[src/rtl/pipelined_adder_if.sv]
// rtl/pipelined_adder_if.sv - operand/result handshake bundle for pipelined_adder
// Purpose: groups the input beat (in_valid/in_ready/a/b/cin/sub) and the result
//          beat (out_valid/out_ready/sum/cout/overflow) of one adder instance.
// Modports:
//   master - producer of operands and consumer of results (drives in_valid, a, b,
//            cin, sub, out_ready; observes in_ready, out_valid, sum, cout, overflow)
//   slave  - the adder itself (the opposite directions)
interface pipelined_adder_if #(
  parameter int WIDTH = 32
);
  logic             in_valid;
  logic             in_ready;
  logic [WIDTH-1:0] a;
  logic [WIDTH-1:0] b;
  logic             cin;
  logic             sub;
  logic             out_valid;
  logic             out_ready;
  logic [WIDTH-1:0] sum;
  logic             cout;
  logic             overflow;

  modport master (
    output in_valid, a, b, cin, sub, out_ready,
    input  in_ready, out_valid, sum, cout, overflow
  );

  modport slave (
    input  in_valid, a, b, cin, sub, out_ready,
    output in_ready, out_valid, sum, cout, overflow
  );
endinterface

[src/rtl/pipelined_adder.sv]
// rtl/pipelined_adder.sv - chunked, pipelined carry-propagate adder/subtractor
// Purpose: computes a + b + cin (sub=0) or a - b (sub=1) modulo 2^WIDTH. The add
//          is cut into STAGES chunks of CW = WIDTH/STAGES bits; chunk k is added in
//          pipeline stage k using the carry registered by stage k-1. One result per
//          cycle sustained, latency STAGES cycles, global stall on backpressure.
// Ports:
//   clk   - rising-edge clock
//   rst_n - asynchronous active-low reset, clears every stage
//   bus   - pipelined_adder_if.slave:
//           in : in_valid, a, b, cin, sub, out_ready
//           out: in_ready, out_valid, sum, cout, overflow
module pipelined_adder #(
  parameter int WIDTH  = 32,
  parameter int STAGES = 4
) (
  input  logic             clk,
  input  logic             rst_n,
  pipelined_adder_if.slave bus
);
  localparam int CW = WIDTH / STAGES;

  if (STAGES < 1 || (WIDTH % STAGES) != 0) begin : g_param_check
    $error("pipelined_adder: WIDTH must be a positive multiple of STAGES");
  end

  logic             adv;
  logic [WIDTH-1:0] bb;
  logic             c0;

  // Subtraction is a + ~b + 1; cin only matters in add mode.
  assign bb = bus.sub ? ~bus.b : bus.b;
  assign c0 = bus.sub | bus.cin;

  for (genvar k = 0; k < STAGES; k++) begin : g_stage
    localparam int LO   = k * CW;
    localparam int BREM = WIDTH - LO;  // bb bits not yet consumed on entry to stage k

    logic             v_in;
    logic             ci;
    logic [WIDTH-1:0] sa_in;
    logic [BREM-1:0]  bb_in;
    logic [CW:0]      chunk_sum;
    logic [WIDTH-1:0] sa_d;

    logic             v_q;
    logic             c_q;
    // Bits below LO+CW hold finished sum chunks, bits above still hold operand A.
    logic [WIDTH-1:0] sa_q;

    if (k == 0) begin : g_head
      assign v_in  = bus.in_valid;
      assign ci    = c0;
      assign sa_in = bus.a;
      assign bb_in = bb;
    end else begin : g_link
      assign v_in  = g_stage[k-1].v_q;
      assign ci    = g_stage[k-1].c_q;
      assign sa_in = g_stage[k-1].sa_q;
      assign bb_in = g_stage[k-1].g_skew.bb_q;
    end

    assign chunk_sum = {1'b0, sa_in[LO +: CW]} + {1'b0, bb_in[CW-1:0]} + {{CW{1'b0}}, ci};

    always_comb begin
      sa_d           = sa_in;
      sa_d[LO +: CW] = chunk_sum[CW-1:0];
    end

    always_ff @(posedge clk or negedge rst_n) begin
      if (!rst_n) begin
        v_q  <= 1'b0;
        c_q  <= 1'b0;
        sa_q <= '0;
      end else if (adv) begin
        v_q  <= v_in;
        c_q  <= chunk_sum[CW];
        sa_q <= sa_d;
      end
    end

    // Only the bb chunks still ahead of this beat travel on.
    if (k < STAGES - 1) begin : g_skew
      logic [BREM-CW-1:0] bb_q;

      always_ff @(posedge clk or negedge rst_n) begin
        if (!rst_n) begin
          bb_q <= '0;
        end else if (adv) begin
          bb_q <= bb_in[BREM-1:CW];
        end
      end
    end

    if (k == STAGES - 1) begin : g_tail
      logic c_msb_in;
      logic ov_q;

      // MSB sum bit = a_msb ^ bb_msb ^ carry_into_msb, so the carry into the MSB
      // is recovered from the chunk result without a second adder.
      assign c_msb_in = chunk_sum[CW-1] ^ sa_in[WIDTH-1] ^ bb_in[CW-1];

      always_ff @(posedge clk or negedge rst_n) begin
        if (!rst_n) begin
          ov_q <= 1'b0;
        end else if (adv) begin
          ov_q <= c_msb_in ^ chunk_sum[CW];
        end
      end
    end
  end

  // Whole pipe advances together; bubbles are not squeezed out.
  assign adv           = ~g_stage[STAGES-1].v_q | bus.out_ready;
  assign bus.in_ready  = adv;
  assign bus.out_valid = g_stage[STAGES-1].v_q;
  assign bus.sum       = g_stage[STAGES-1].sa_q;
  assign bus.cout      = g_stage[STAGES-1].c_q;
  assign bus.overflow  = g_stage[STAGES-1].g_tail.ov_q;
endmodule

[src/flat_wrapper.sv]
// flat-port wrapper written by rule: the top's interface ports become plain ports
module pipelined_adder_flat 
#(
  parameter int WIDTH  = 32,
  parameter int STAGES = 4
)
  (clk, rst_n, bus_in_valid, bus_a, bus_b, bus_cin, bus_sub, bus_out_ready, bus_in_ready, bus_out_valid, bus_sum, bus_cout, bus_overflow);
  pipelined_adder_if #(.WIDTH(WIDTH)) bus_i ();
  input  logic clk;
  input  logic rst_n;
  input wire logic [$bits(bus_i.in_valid)-1:0] bus_in_valid;
  input wire logic [$bits(bus_i.a)-1:0] bus_a;
  input wire logic [$bits(bus_i.b)-1:0] bus_b;
  input wire logic [$bits(bus_i.cin)-1:0] bus_cin;
  input wire logic [$bits(bus_i.sub)-1:0] bus_sub;
  input wire logic [$bits(bus_i.out_ready)-1:0] bus_out_ready;
  output wire logic [$bits(bus_i.in_ready)-1:0] bus_in_ready;
  output wire logic [$bits(bus_i.out_valid)-1:0] bus_out_valid;
  output wire logic [$bits(bus_i.sum)-1:0] bus_sum;
  output wire logic [$bits(bus_i.cout)-1:0] bus_cout;
  output wire logic [$bits(bus_i.overflow)-1:0] bus_overflow;
  assign bus_i.in_valid = bus_in_valid;
  assign bus_i.a = bus_a;
  assign bus_i.b = bus_b;
  assign bus_i.cin = bus_cin;
  assign bus_i.sub = bus_sub;
  assign bus_i.out_ready = bus_out_ready;
  assign bus_in_ready = bus_i.in_ready;
  assign bus_out_valid = bus_i.out_valid;
  assign bus_sum = bus_i.sum;
  assign bus_cout = bus_i.cout;
  assign bus_overflow = bus_i.overflow;
  pipelined_adder #(.WIDTH(WIDTH), .STAGES(STAGES)) u_core (.clk(clk), .rst_n(rst_n), .bus(bus_i));
endmodule
[config.mk]
export PLATFORM = sky130hd
export DESIGN_NAME = pipelined_adder_flat
export DESIGN_NICKNAME = d
export VERILOG_FILES = /design/src/rtl/pipelined_adder_if.sv /design/src/rtl/pipelined_adder.sv /design/src/flat_wrapper.sv
export SDC_FILE = /design/constraint.sdc
export NUM_CORES = 1
export LEC_CHECK = 0
export CORE_ASPECT_RATIO = 0.6
export CORE_MARGIN = 8
export CORE_UTILIZATION = 60
export DETAILED_ROUTE_END_ITERATION = 7
export GPL_TIMING_DRIVEN = 0
export PLACE_DENSITY = 0.85
export SLEW_MARGIN = 20
export SYNTH_ARGS = -nofsm -noshare
export SYNTH_HDL_FRONTEND = slang
export SYNTH_SLANG_ARGS = --single-unit
[constraint.sdc]
create_clock -name clk -period 4.8 [get_ports clk]
set_input_delay 0.48 -clock clk [delete_from_list [all_inputs] [get_ports clk]]
set_output_delay 0.48 -clock clk [all_outputs]
set_load 0.03 [all_outputs]
# --- Word level (Yosys, flattened, before mapping) ---
# Cells that the tools add are included.
classes:
  n_addsub: 8
  multipliers: 0
  div_mod_pow: 0
  n_lt_le_gt_ge: 0
  eq_ne: 0
  n_shift: 0
  mux: 1
  bitwise: 7
  n_reduce_logical: 0
ops:
  columns: ["op", "count"]
  rows:
  - ["$add A8 B8 Y9", 4]
  - ["$add A9 B1 Y9", 4]
  - ["$mux W32", 1]
  - ["$not A32 Y32", 1]
  - ["$xor A1 B1 Y1", 3]
  - ["$or A1 B1 Y1", 2]
  - ["$not A1 Y1", 1]
totals:
  register_bits: 185
  latch_bits: 0
  mem_bits_rw: 0
  romBits: 0
  in_bits: 70
  out_inout_bits: 36
  wordCells: 32
  mem_count: 0

# --- Depth between registers and ports, before layout ---
# Gate-level depths: netlist of the first run.
depth:
  word_depth: 5
  ltp_mapped: 13
  depth_no_buf: 11

# --- Worst setup path before layout of the first run ---
# Ideal clock, no wire load.
synth_timing:
  path_type: "input to register"
  start: "in bus_sub"
  end: "reg u_core.g_stage[0].sa_q[6]"
  arrival_time_ns: 2.590
  t_required_ns: 4.646
  path_slack_ns: 2.056
  stages: 13
  path_buffers: 2
  path_cell_list: "clkbuf_1 buf_2 xor2_1 fa_1 inv_1 fa_1 nor2b_1 o21ai_0 a21boi_0 o21ai_0 nand2b_1 xnor2_1 a21oi_1"
synth_between:
  elab_chain_cells: 3
  word_cells_on_any_way: 4
  cone_classes: "2 x add/sub; 1 x mux; 1 x bitwise"
synth_rtl:
  columns: ["item", "line", "text"]
  rows:
  - ["start, declared", "flat_wrapper.sv:15", "input wire logic [$bits(bus_i.sub)-1:0] bus_sub;"]
  - ["$mux W32", "pipelined_adder.sv:31", "assign bb = bus.sub ? ~bus.b : bus.b;"]
  - ["$add A8 B8 Y9", "pipelined_adder.sv:62", "assign chunk_sum = {1'b0, sa_in[LO +: CW]} + {1'b0, bb_in[CW-1:0]} + {{CW{1'b0}}, ci};"]
  - ["$add A9 B1 Y9 *", "pipelined_adder.sv:62", null]
  - ["end signal, assigned", "pipelined_adder.sv:73", "sa_q <= '0;"]
  - ["end signal, assigned", "pipelined_adder.sv:77", "sa_q <= sa_d;"]
  - ["end, declared", "pipelined_adder.sv:48", "logic [WIDTH-1:0] sa_q;"]
# Mark *: on every way between the ends. The rest lies on a longest branch, timed or not.
# A chain may end at the register's enable or synchronous reset.

# --- Final worst setup path of the first run ---
layout_timing:
  start: "reg u_core.g_stage[3].v_q, in the netlist u_core.bus.out_valid"
  end: "out bus_in_ready"
layout_between:
  elab_chain_cells: 2
layout_rtl:
  columns: ["item", "line", "text"]
  rows:
  - ["start, declared", "pipelined_adder.sv:45", "logic v_q;"]
  - ["start signal, assigned", "pipelined_adder.sv:75", "v_q <= v_in;"]
  - ["$not A1 Y1", "pipelined_adder.sv:113", "assign adv = ~g_stage[STAGES-1].v_q | bus.out_ready;"]
  - ["$or A1 B1 Y1", "pipelined_adder.sv:113", null]
  - ["end, declared", "flat_wrapper.sv:17", "output wire logic [$bits(bus_i.in_ready)-1:0] bus_in_ready;"]
# Every way passes these cells.

==> results.yml, run 1 <==
pwr:
  total_power_mw: 7.12
  p_leak_nw: 5.00
  power.density_mw_per_mm2: 695
  ir_drop_v: 0.000285
clocking:
  cts-root-buf: "clkbuf_16"
  cts_resized: 0
  worst_skew_pair.late_latency_ns: 0.44
  numCtsBuffers: 17
  cts_tree: "yes"
  post-cts-setup-buffers: 0
  ctsHoldBuffers: 0
  cts_max_level: 4
  clockBufferDepth: 2
  clk_pin_slew_ns: 0.07
  clock_sinks: 185
global_routing:
  grt_max_degree: 99
  grtUsageTotal: 0.236
  antenna_found_initial: 0
  grt_pass1_vias: 6560
  grt_pass1_wl_um: 33300
  overflow: 0
sta:
  maxSlewViolCount: 0
  tightest_slew_ns: 0.714
  hold_viol: 0
  max_freq_mhz: 280
  post-route-period-util: 0.743
  setup_viol: 0
  rsz0062_at_grt: "no"
  slew_headroom: 0.524
  layout_min_cycle_time_ns: 3.57
  skew_ns: 0.00956
detailed_routing:
  ant_nets: 0
  wl_per_cell_um: 16.7
  via_per_inst: 5.39
  wl_um: 20500
  drc: 0
  first_pass_iters: 5
  vias: 6595
  drtIter0Drc: 543
worst_setup_path:
  worst-path-buf-inv: 4
  cp_top_family: "buffers and inverters"
  critPathCaptureType: "output pin"
  arrival_ns: 3.09
  critPathKind: "flip-flop to output pin"
  crit_path_top_delay_cell: "clkdlybuf4s50_1"
  crit_chain: "nor2b_1 -> clkinv_1 -> clkbuf_1 -> buf_1 -> clkdlybuf4s50_1"
  crit_fanout: 10
  start_kind: "flip-flop"
  cp.required_ns: 4.32
  rrSetupSlack_ns: 2.07
  slowest_delay_ns: 0.80
yosys:
  synth-seq-cells: 185
  ys_seq_area_frac: 0.556
  ys_types: 37
  syn_nets: 1016
  postSynthAreaPerCell_sq_um: 9.16
  async_reset_ff_frac: 1.00
  synth_top_area_cell: "dfrtp_1"
  synthTopCellsByArea: "dfrtp_1 56%, nand2_1 19%, ha_1 4.2%, xnor2_1 3.5%, o21ai_0 2.5%"
  syn_area_sq_mm: 0.00833
  yosysTopAreaCellShare: 0.556
  netlist_instances: 910
  ys_warn_count: 0
  synth_edf_count: 0
  synth_top_flop_cell: "dfrtp_1"
floorplanning:
  rows: 33
  ios: 106
  dieArea_sq_mm: 0.0180
  die_w_um: 168
  initial_core_util: 0.612
  dieHeight_um: 107
  core_sq_mm: 0.0136
cells_and_area:
  fin_nets: 1140
  final_util: 0.751
  fillerInstances: 963
  area_delta_synth_final_pct: 22.8
  regArea_sq_mm: 0.00463
  multi_input_area_sq_mm: 0.00346
  postLayoutCellArea_sq_mm: 0.0102
  drive_above_1_share: 0.0573
placement:
  placed_area_sq_mm: 0.00963
  hpwl_um: 14300
  gp_congestion: 0.844
  portBuffers: 104
worst_hold_path:
  min_path_type: "input port to asynchronous set/reset pin"
run:
  drv_cap: 0
run_status:
  status: "finished, final reports clean"
logic make-up after synthesis:
logic type / after synthesis / share of synthesized area
and+or+nand+nor: 474 / 0.226
DFF: 185 / 0.556
AOI/OAI and AO/OA: 98 / 0.0677
buffers and inverters: 61 / 0.0297
xor gates and xnor gates: 53 / 0.0566
adders and majority gates: 36 / 0.0613
muxes: 3 / 0.00360
worst paths after layout:
kind,from,to,cells after the start
setup / recovery,u_core.bus.out_valid$_DFFE_PN0P_,bus_in_ready,5
hold reg to reg,u_core.g_stage[2].v_q$_DFFE_PN0P_,u_core.bus.out_valid$_DFFE_PN0P_,1
min in group clk,u_core.g_stage[2].v_q$_DFFE_PN0P_,u_core.bus.out_valid$_DFFE_PN0P_,1
hold / removal,rst_n,u_core.bus.sum[15]$_DFFE_PN0P_,1
max in group asynchronous,rst_n,u_core.g_stage[1].g_skew.bb_q[13]$_DFFE_PN0P_,2
setup reg to reg,u_core.g_stage[2].g_skew.bb_q[0]$_DFFE_PN0P_,u_core.bus.overflow$_DFFE_PN0P_,9
where the power goes:
group | leakage (nW) | internal [mW] | switching [mW] | total [mW]
clock | 0.294 | 0.789 | 0.666 | 1.45
sequential | 2.22 | 2.26 | 0.441 | 2.70
combinational | 2.49 | 1.21 | 1.75 | 2.96
total | 5.00 | 4.26 | 2.86 | 7.12
synth_stat cells (2+ instances only):
| cell type | instances |
|---|---|
| nor2b_1 | 5 |
| ha_1 | 28 |
| inv_1 | 15 |
| a21oi_1 | 31 |
| a21o_1 | 3 |
| a21oi_2 | 3 |
| xor2_1 | 19 |
| a21boi_1 | 2 |
| mux2i_1 | 3 |
| nor3b_1 | 6 |
| a21boi_0 | 2 |
| nand2b_1 | 8 |
| fa_1 | 8 |
| o21ai_0 | 42 |
| a211o_1 | 3 |
| clkbuf_1 | 28 |
| nand2_1 | 414 |
| nand3b_1 | 2 |
| or2_2 | 5 |
| o22ai_1 | 4 |
| buf_2 | 15 |
| nor2_1 | 27 |
| dfrtp_1 | 185 |
| nor4b_1 | 3 |
| buf_1 | 2 |
| o31ai_1 | 4 |
| xnor2_1 | 33 |
per-layer routing:
layer / vias up / GRT usage / wire [um]
met3: 31 / 0.0670 / 1680
li1: 3132 / - / -
met4: 0 / 0.0761 / 307
met5: - / 0 / 0
met2: 266 / 0.367 / 9220
met1: 3166 / 0.319 / 9270
area by class of cell:
cell class                 count  share of cell area
antenna                        1            0.000245
buffer                        45              0.0183
clock buffer                  17              0.0416
clock inverter                15              0.0176
inverter                      16             0.00587
multi-input combinational    664               0.338
sequential                   185               0.452
tap                          175              0.0214
timing repair buffer         105               0.105
metrics by stage:
stage | instances | worst slack (ns) | hold slack (ns) | TNS [ns]
6_report | 1223 | 1.23 | 0.0204 | 0
5_1_grt | 1222 | 1.18 | 0.0790 | 0
4_1_cts | 1222 | 1.33 | 0.0649 | 0
3_5_place_dp | 1190 | 1.34 | 0.450 | 0
3_3_place_gp | 1189 | -4.21 | 0.445 | -775.47
2_1_floorplan | 910 | 2.06 | 0.184 | 0
state kept, by name, summed over array words and instances (netlist names):
register                    cells
u_core.g_stage.v_q              3
u_core.g_stage.g_skew.bb_q     48
u_core.bus.overflow             1
u_core.g_stage.sa_q            96
u_core.bus.out_valid            1
u_core.g_stage.c_q              3
u_core.bus.sum                 32
u_core.bus.cout                 1
cell usage in the layout (no fill, tap or decap), drive strengths merged, types with 2 or more instances in the layout:
master,Yosys,routed
fa,8,8
clkinvlp,0,2
o31ai,4,4
o21ai,42,42
nor3b,6,6
mux2i,3,3
clkbuf,28,45
buf,17,19
ha,28,28
nor2,27,27
a21boi,4,4
a211o,3,3
nand2b,8,8
nor2b,6,6
clkdlybuf4s50,0,103
nand2,414,414
a21o,3,3
xnor2,34,34
xor2,19,19
a21oi,34,34
dfrtp,185,185
inv,15,22
or2,5,5
bufinv,0,2
nand3b,2,2
o22ai,4,4
nor4b,3,3
clkinv,1,5
worst register-to-register path: stages (launching register included):
cell and delay [ns]:
dfrtp_1 0.42, fa_1 0.49, fa_1 0.45, a21oi_1 0.25
o22ai_1 0.15, nand2b_1 0.17, a31oi_1 0.28, xnor2_1 0.17
xnor2_1 0.14, a21oi_1 0.08
Note: power is estimated with default switching activity, not from simulation.
==> run 2, diff against run 1 <==
--- a/config.mk
+++ b/config.mk
@@ -7,10 +7,10 @@
 export LEC_CHECK = 0
 export CORE_ASPECT_RATIO = 0.6
 export CORE_MARGIN = 8
-export CORE_UTILIZATION = 60
+export CORE_UTILIZATION = 50
 export DETAILED_ROUTE_END_ITERATION = 7
 export GPL_TIMING_DRIVEN = 0
-export PLACE_DENSITY = 0.85
+export PLACE_DENSITY = 0.76
 export SLEW_MARGIN = 20
 export SYNTH_ARGS = -nofsm -noshare
 export SYNTH_HDL_FRONTEND = slang
==> constraint.sdc (replaced) <==
create_clock -name clk -period 3 [get_ports clk]
set_input_delay 0.3 -clock clk [delete_from_list [all_inputs] [get_ports clk]]
set_output_delay 0.3 -clock clk [all_outputs]
set_load 0.03 [all_outputs]
==> run 2 against run 1 <==
- die area rose by 17%
- clock power rose by 66%
- count of clock-buffer cells in the layout increased by 1
- combinational power is 59% higher
- via count decreased by 3.2%
- critical path depth down 1
- worst setup slack got worse by 1.1 ns
- first-iteration DRC count is 8.7% higher
- critical endpoint unchanged
- largest cell class unchanged
- largest power group unchanged
==> results.yml, run 2 (same netlist as run 1, synthesis figures left out) <==
run:
  drv_cap: 0
worst_hold_path:
  min_path_type: "input port to asynchronous set/reset pin"
sta:
  post-route-period-util: 0.961
  skew_ns: 0.0133
  fin_ws_ns: 0.116
  setup_tns_ns: 0
  slew_headroom: 0.474
  rsz0062_at_grt: "no"
  hold_viol: 0
  max_freq_mhz: 347
  maxSlewViolCount: 0
  tightest_slew_ns: 0.790
  layout_min_cycle_time_ns: 2.88
  setup_viol: 0
detailed_routing:
  wl_um: 20500
  ant_nets: 0
  vias: 6382
  drc: 0
  first_pass_iters: 4
  wl_per_cell_um: 16.1
  via_per_inst: 5.00
  drtIter0Drc: 590
pwr:
  power_switching_mw: 4.54
  switching_share: 0.397
  clkPwrFrac: 0.211
  p_leak_nw: 5.04
  total_power_mw: 11.4
  power.density_mw_per_mm2: 1100
  p_int_mw: 6.90
  p_comb_frac: 0.411
  ir_drop_v: 0.000499
  seqPwrFrac: 0.378
placement:
  dpl_worst_slack_ns: -0.186
  hpwl_um: 14900
  placed_area_sq_mm: 0.00972
  placedCellCount: 1244
  gp_congestion: 0.865
  portBuffers: 104
worst_setup_path:
  arrival_ns: 2.58
  critPathKind: "flip-flop to output pin"
  start_kind: "flip-flop"
  crit_fanout: 16
  critPathCaptureType: "output pin"
  cp.required_ns: 2.70
floorplanning:
  ios: 106
  core_sq_mm: 0.0163
  initial_core_util: 0.512
  dieArea_sq_mm: 0.0212
  rows: 36
  dieHeight_um: 116
  die_w_um: 183
global_routing:
  grt_pass1_vias: 6381
  grt_max_degree: 87
  antenna_found_initial: 0
  grt_pass1_wl_um: 33300
  overflow: 0
  grtUsageTotal: 0.202
cells_and_area:
  mostFrequentLayoutCells: "414 x nand2_1, 185 x dfrtp_1, 103 x clkdlybuf4s50_1"
  postLayoutCellArea_sq_mm: 0.0104
  layout_commonest_cell: "nand2_1"
  area_delta_synth_final_pct: 24.3
  top_register: "u_core.g_stage.sa_q"
  drive_above_1_share: 0.0592
  largest_reg_flops: 96
  stdcell_count: 1276
  antenna_cells: 0
  fin_nets: 1141
clocking:
  clock_sinks: 185
  post-cts-setup-buffers: 0
  cts_max_level: 4
  worst_skew_pair.late_latency_ns: 0.44
  cts-root-buf: "clkbuf_16"
  clockBufferDepth: 2
  cts_tree: "yes"
  numCtsBuffers: 17
  clk_pin_slew_ns: 0.07
run_status:
  status: "finished, final reports clean"
==> run 2: timing repair <==
| action | CTS | global route |
|---|---|---|
| resized for setup | 2 | 0 |
| hold buffers | 1 | 0 |
| setup endpoints to repair | 1 | 0 |
| endpoints found under the hold margin | 30 | 0 |
==> run 2: path summary, 6_finish.rpt <==
check,to,startpoint,slack (ns),cells after the start
setup reg to reg,u_core.bus.overflow$_DFFE_PN0P_,u_core.g_stage[2].g_skew.bb_q[0]$_DFFE_PN0P_,0.21,9
hold / removal,u_core.g_stage[2].sa_q[14]$_DFFE_PN0P_,rst_n,0.31,2
hold reg to reg,u_core.bus.out_valid$_DFFE_PN0P_,u_core.g_stage[2].v_q$_DFFE_PN0P_,0.46,1
max in group asynchronous,u_core.g_stage[1].sa_q[19]$_DFFE_PN0P_,rst_n,1.63,4
setup / recovery,bus_in_ready,u_core.bus.out_valid$_DFFE_PN0P_,0.12,4
min in group clk,u_core.g_stage[0].sa_q[16]$_DFFE_PN0P_,bus_a[16],0.38,3
==> run 2: power by group through the flow <==
| stage | Clock, mW | Combinational (mW) | Sequential (mW) |
|---|---|---|---|
| 3_5_place_dp | 0 | 4.66 | 4.34 |
| 3_3_place_gp | 0 | 4.48 | 4.31 |
| 5_1_grt | 2.54 | 5.22 | 4.44 |
| 2_1_floorplan | 0 | 2.74 | 4.61 |
| 4_1_cts | 2.43 | 4.73 | 4.31 |
| 6_report | 2.41 | 4.70 | 4.32 |
==> run 2: layer usage <==
metal,up-vias,routed length [um],GRT usage
li1,3128,-,-
met1,3061,9800,0.279
met2,180,9160,0.317
met3,13,1370,0.0495
met4,0,175,0.0495
met5,-,0,0
==> run 2: worst max-delay path, cell delays in order (launching register included) <==
cell and delay, ns:
dfrtp_1 0.42, nor2b_1 0.42, clkinv_2 0.36, buf_2 0.31, clkdlybuf4s50_1 0.63
==> run 2: area by class of cell <==
type                    instances  area, sq um
plain buffers                  44          185
clock buffers                  18          429
clock inverters                14          201
fillers                      1360         5900
inverters                      16         61.3
multi-input cells             664         3460
flip-flops and latches        185         4630
well taps                     228          285
repair buffers                107         1110
==> run 2: stage by stage <==
| stage | hold slack [ns] | utilization |
|---|---|---|
| final | 0.307 | 0.637 |
| after global routing | 0.321 | 0.637 |
| after CTS | 0.308 | 0.637 |
| after detailed placement | 0.172 | 0.598 |
| after global placement | 0.442 | 0.594 |
| after floorplan | 0.00441 | - |
==> run 3, diff against run 2 <==
--- a/config.mk
+++ b/config.mk
@@ -10,7 +10,8 @@
 export CORE_UTILIZATION = 50
 export DETAILED_ROUTE_END_ITERATION = 7
 export GPL_TIMING_DRIVEN = 0
-export PLACE_DENSITY = 0.76
+export MAX_ROUTING_LAYER = met4
+export PLACE_DENSITY = 0.78
 export SLEW_MARGIN = 20
 export SYNTH_ARGS = -nofsm -noshare
 export SYNTH_HDL_FRONTEND = slang
==> run 3 against run 2 <==
- power shrank 2.4%
- clock skew decreased by 0.0011 ns
- combinational power fell by 0.9%
- critical path type unchanged
- highest routed layer unchanged
- worst hold slack better by 0.082 ns
- non-clock buffer count shrank 1
==> results.yml, run 3 (same netlist as run 1, synthesis figures left out) <==
placement:
  placedCellCount: 1243
  portBuffers: 104
  gp_congestion: 0.864
  hpwl_um: 14800
sta:
  hold_viol: 0
  rsz0062_at_grt: "no"
  tightest_slew_ns: 0.744
  post-route-period-util: 0.937
  setup_viol: 0
  slew_headroom: 0.504
  max_freq_mhz: 356
  layout_min_cycle_time_ns: 2.81
  skew_ns: 0.0123
  maxSlewViolCount: 0
floorplanning:
  dieArea_sq_mm: 0.0212
  die_w_um: 183
  dieHeight_um: 116
  rows: 36
  ios: 106
  initial_core_util: 0.512
  core_sq_mm: 0.0163
global_routing:
  grtUsageTotal: 0.208
  overflow: 0
  grt_max_degree: 99
  grt_pass1_wl_um: 33600
  antenna_found_initial: 0
  grt_pass1_vias: 6598
cells_and_area:
  largest_reg_flops: 96
  fillerInstances: 1374
  stdcell_count: 1275
  layout_commonest_cell: "nand2_1"
  antenna_cells: 0
  mostFrequentLayoutCells: "414 x nand2_1, 185 x dfrtp_1, 103 x clkdlybuf4s50_1"
  drive_above_1_share: 0.0602
  area_delta_synth_final_pct: 23.4
  top_register: "u_core.g_stage.sa_q"
  fin_nets: 1140
  final_util: 0.633
detailed_routing:
  wl_met3_um: 1500
  dr_wl_met2_um: 9030
  drt-met1-wl_um: 9450
  dr.max_layer_used: "met4"
  drtIter0Drc: 480
  first_pass_iters: 5
  ant_nets: 0
  vias: 6451
  via_per_inst: 5.06
  drc: 0
  wl_um: 20300
  wl_per_cell_um: 15.9
worst_setup_path:
  slowest_delay_ns: 0.63
  crit_fanout: 16
  crit_chain: "nor2b_2 -> clkinvlp_4 -> buf_2 -> clkdlybuf4s50_1"
  cp.required_ns: 2.70
  start_kind: "flip-flop"
  critPathCaptureType: "output pin"
  critPathKind: "flip-flop to output pin"
  crit_path_top_delay_cell: "clkdlybuf4s50_1"
  arrival_ns: 2.51
clocking:
  cts_max_level: 4
  clock_sinks: 185
  clk_pin_slew_ns: 0.08
  post-cts-setup-buffers: 0
  worst_skew_pair.late_latency_ns: 0.44
  clockBufferDepth: 2
  cts_tree: "yes"
  numCtsBuffers: 17
  cts-root-buf: "clkbuf_16"
pwr:
  p_leak_nw: 5.00
  ir_drop_v: 0.000489
  power.density_mw_per_mm2: 1090
run_status:
  status: "finished, final reports clean"
run:
  drv_cap: 0
worst_hold_path:
  min_path_type: "input port to flip-flop"
==> run 3: worst max-delay path: cells and delay by family, from the launching register on <==
| kind | cells | cell delay, ns |
|---|---|---|
| flops | 1 | 0.40 |
| buf+inv | 3 | 1.33 |
| simple gates | 1 | 0.35 |
==> run 3: final timing paths <==
check / slack, ns / start / cells past startpoint / endpoint
hold reg to reg: 0.47 / u_core.bus.sum[4]$_DFFE_PN0P_ / 2 / u_core.bus.sum[4]$_DFFE_PN0P_
min in group asynchronous: 0.48 / rst_n / 2 / u_core.bus.sum[15]$_DFFE_PN0P_
setup reg to reg: 0.26 / u_core.g_stage[2].g_skew.bb_q[0]$_DFFE_PN0P_ / 9 / u_core.bus.overflow$_DFFE_PN0P_
max in group asynchronous: 1.60 / rst_n / 3 / u_core.g_stage[0].g_skew.bb_q[13]$_DFFE_PN0P_
hold / removal: 0.39 / bus_a[25] / 3 / u_core.g_stage[0].sa_q[25]$_DFFE_PN0P_
setup / recovery: 0.19 / u_core.bus.out_valid$_DFFE_PN0P_ / 4 / bus_in_ready
==> run 3: metrics by stage <==
stage           TNS, ns  area [sq um]  worst slack (ns)  total power, mW  hold WS (ns)
5_1_grt               0         10300            0.0310             12.0         0.394
6_report              0         10300             0.188             11.2         0.389
2_1_floorplan         0          8330             0.436             7.35       0.00441
4_1_cts               0         10300            0.0669             11.2         0.377
3_3_place_gp   -1093.27          9660             -5.92             8.78         0.443
3_5_place_dp     -0.357          9690            -0.143             8.97         0.386
==> run 3: what timing repair did <==
item / CTS / global route
gates resized for setup: 2 / 1
hold buffers: 1 / 0
setup endpoints to repair: 1 / 1
hold endpoints to repair: 97 / 0
==> run 3: area by class of cell <==
cell class | count | area [sq um] | area share
Clock buffer | 17 | 425 | 0.0414
Sequential cell | 185 | 4630 | 0.450
Clock inverter | 15 | 155 | 0.0151
Tap cell | 228 | 285 | 0.0277
Multi-Input combinational cell | 664 | 3460 | 0.336
Timing Repair Buffer | 106 | 1080 | 0.105
Inverter | 16 | 63.8 | 0.00620
Buffer | 44 | 185 | 0.0180
==> run 3: per-layer routing <==
| metal | vias to the layer above | GRT usage |
|---|---|---|
| met1 | 3076 | 0.271 |
| li1 | 3128 | - |
| met5 | - | - |
| met3 | 31 | 0.0520 |
| met2 | 216 | 0.320 |
| met4 | 0 | 0.0609 |
==> run 3: where the power goes <==
part | switching [mW] | total (mW) | internal [mW]
registers | 0.699 | 4.32 | 3.62
clock network | 1.07 | 2.18 | 1.11
logic | 2.73 | 4.66 | 1.93
total | 4.50 | 11.2 | 6.66
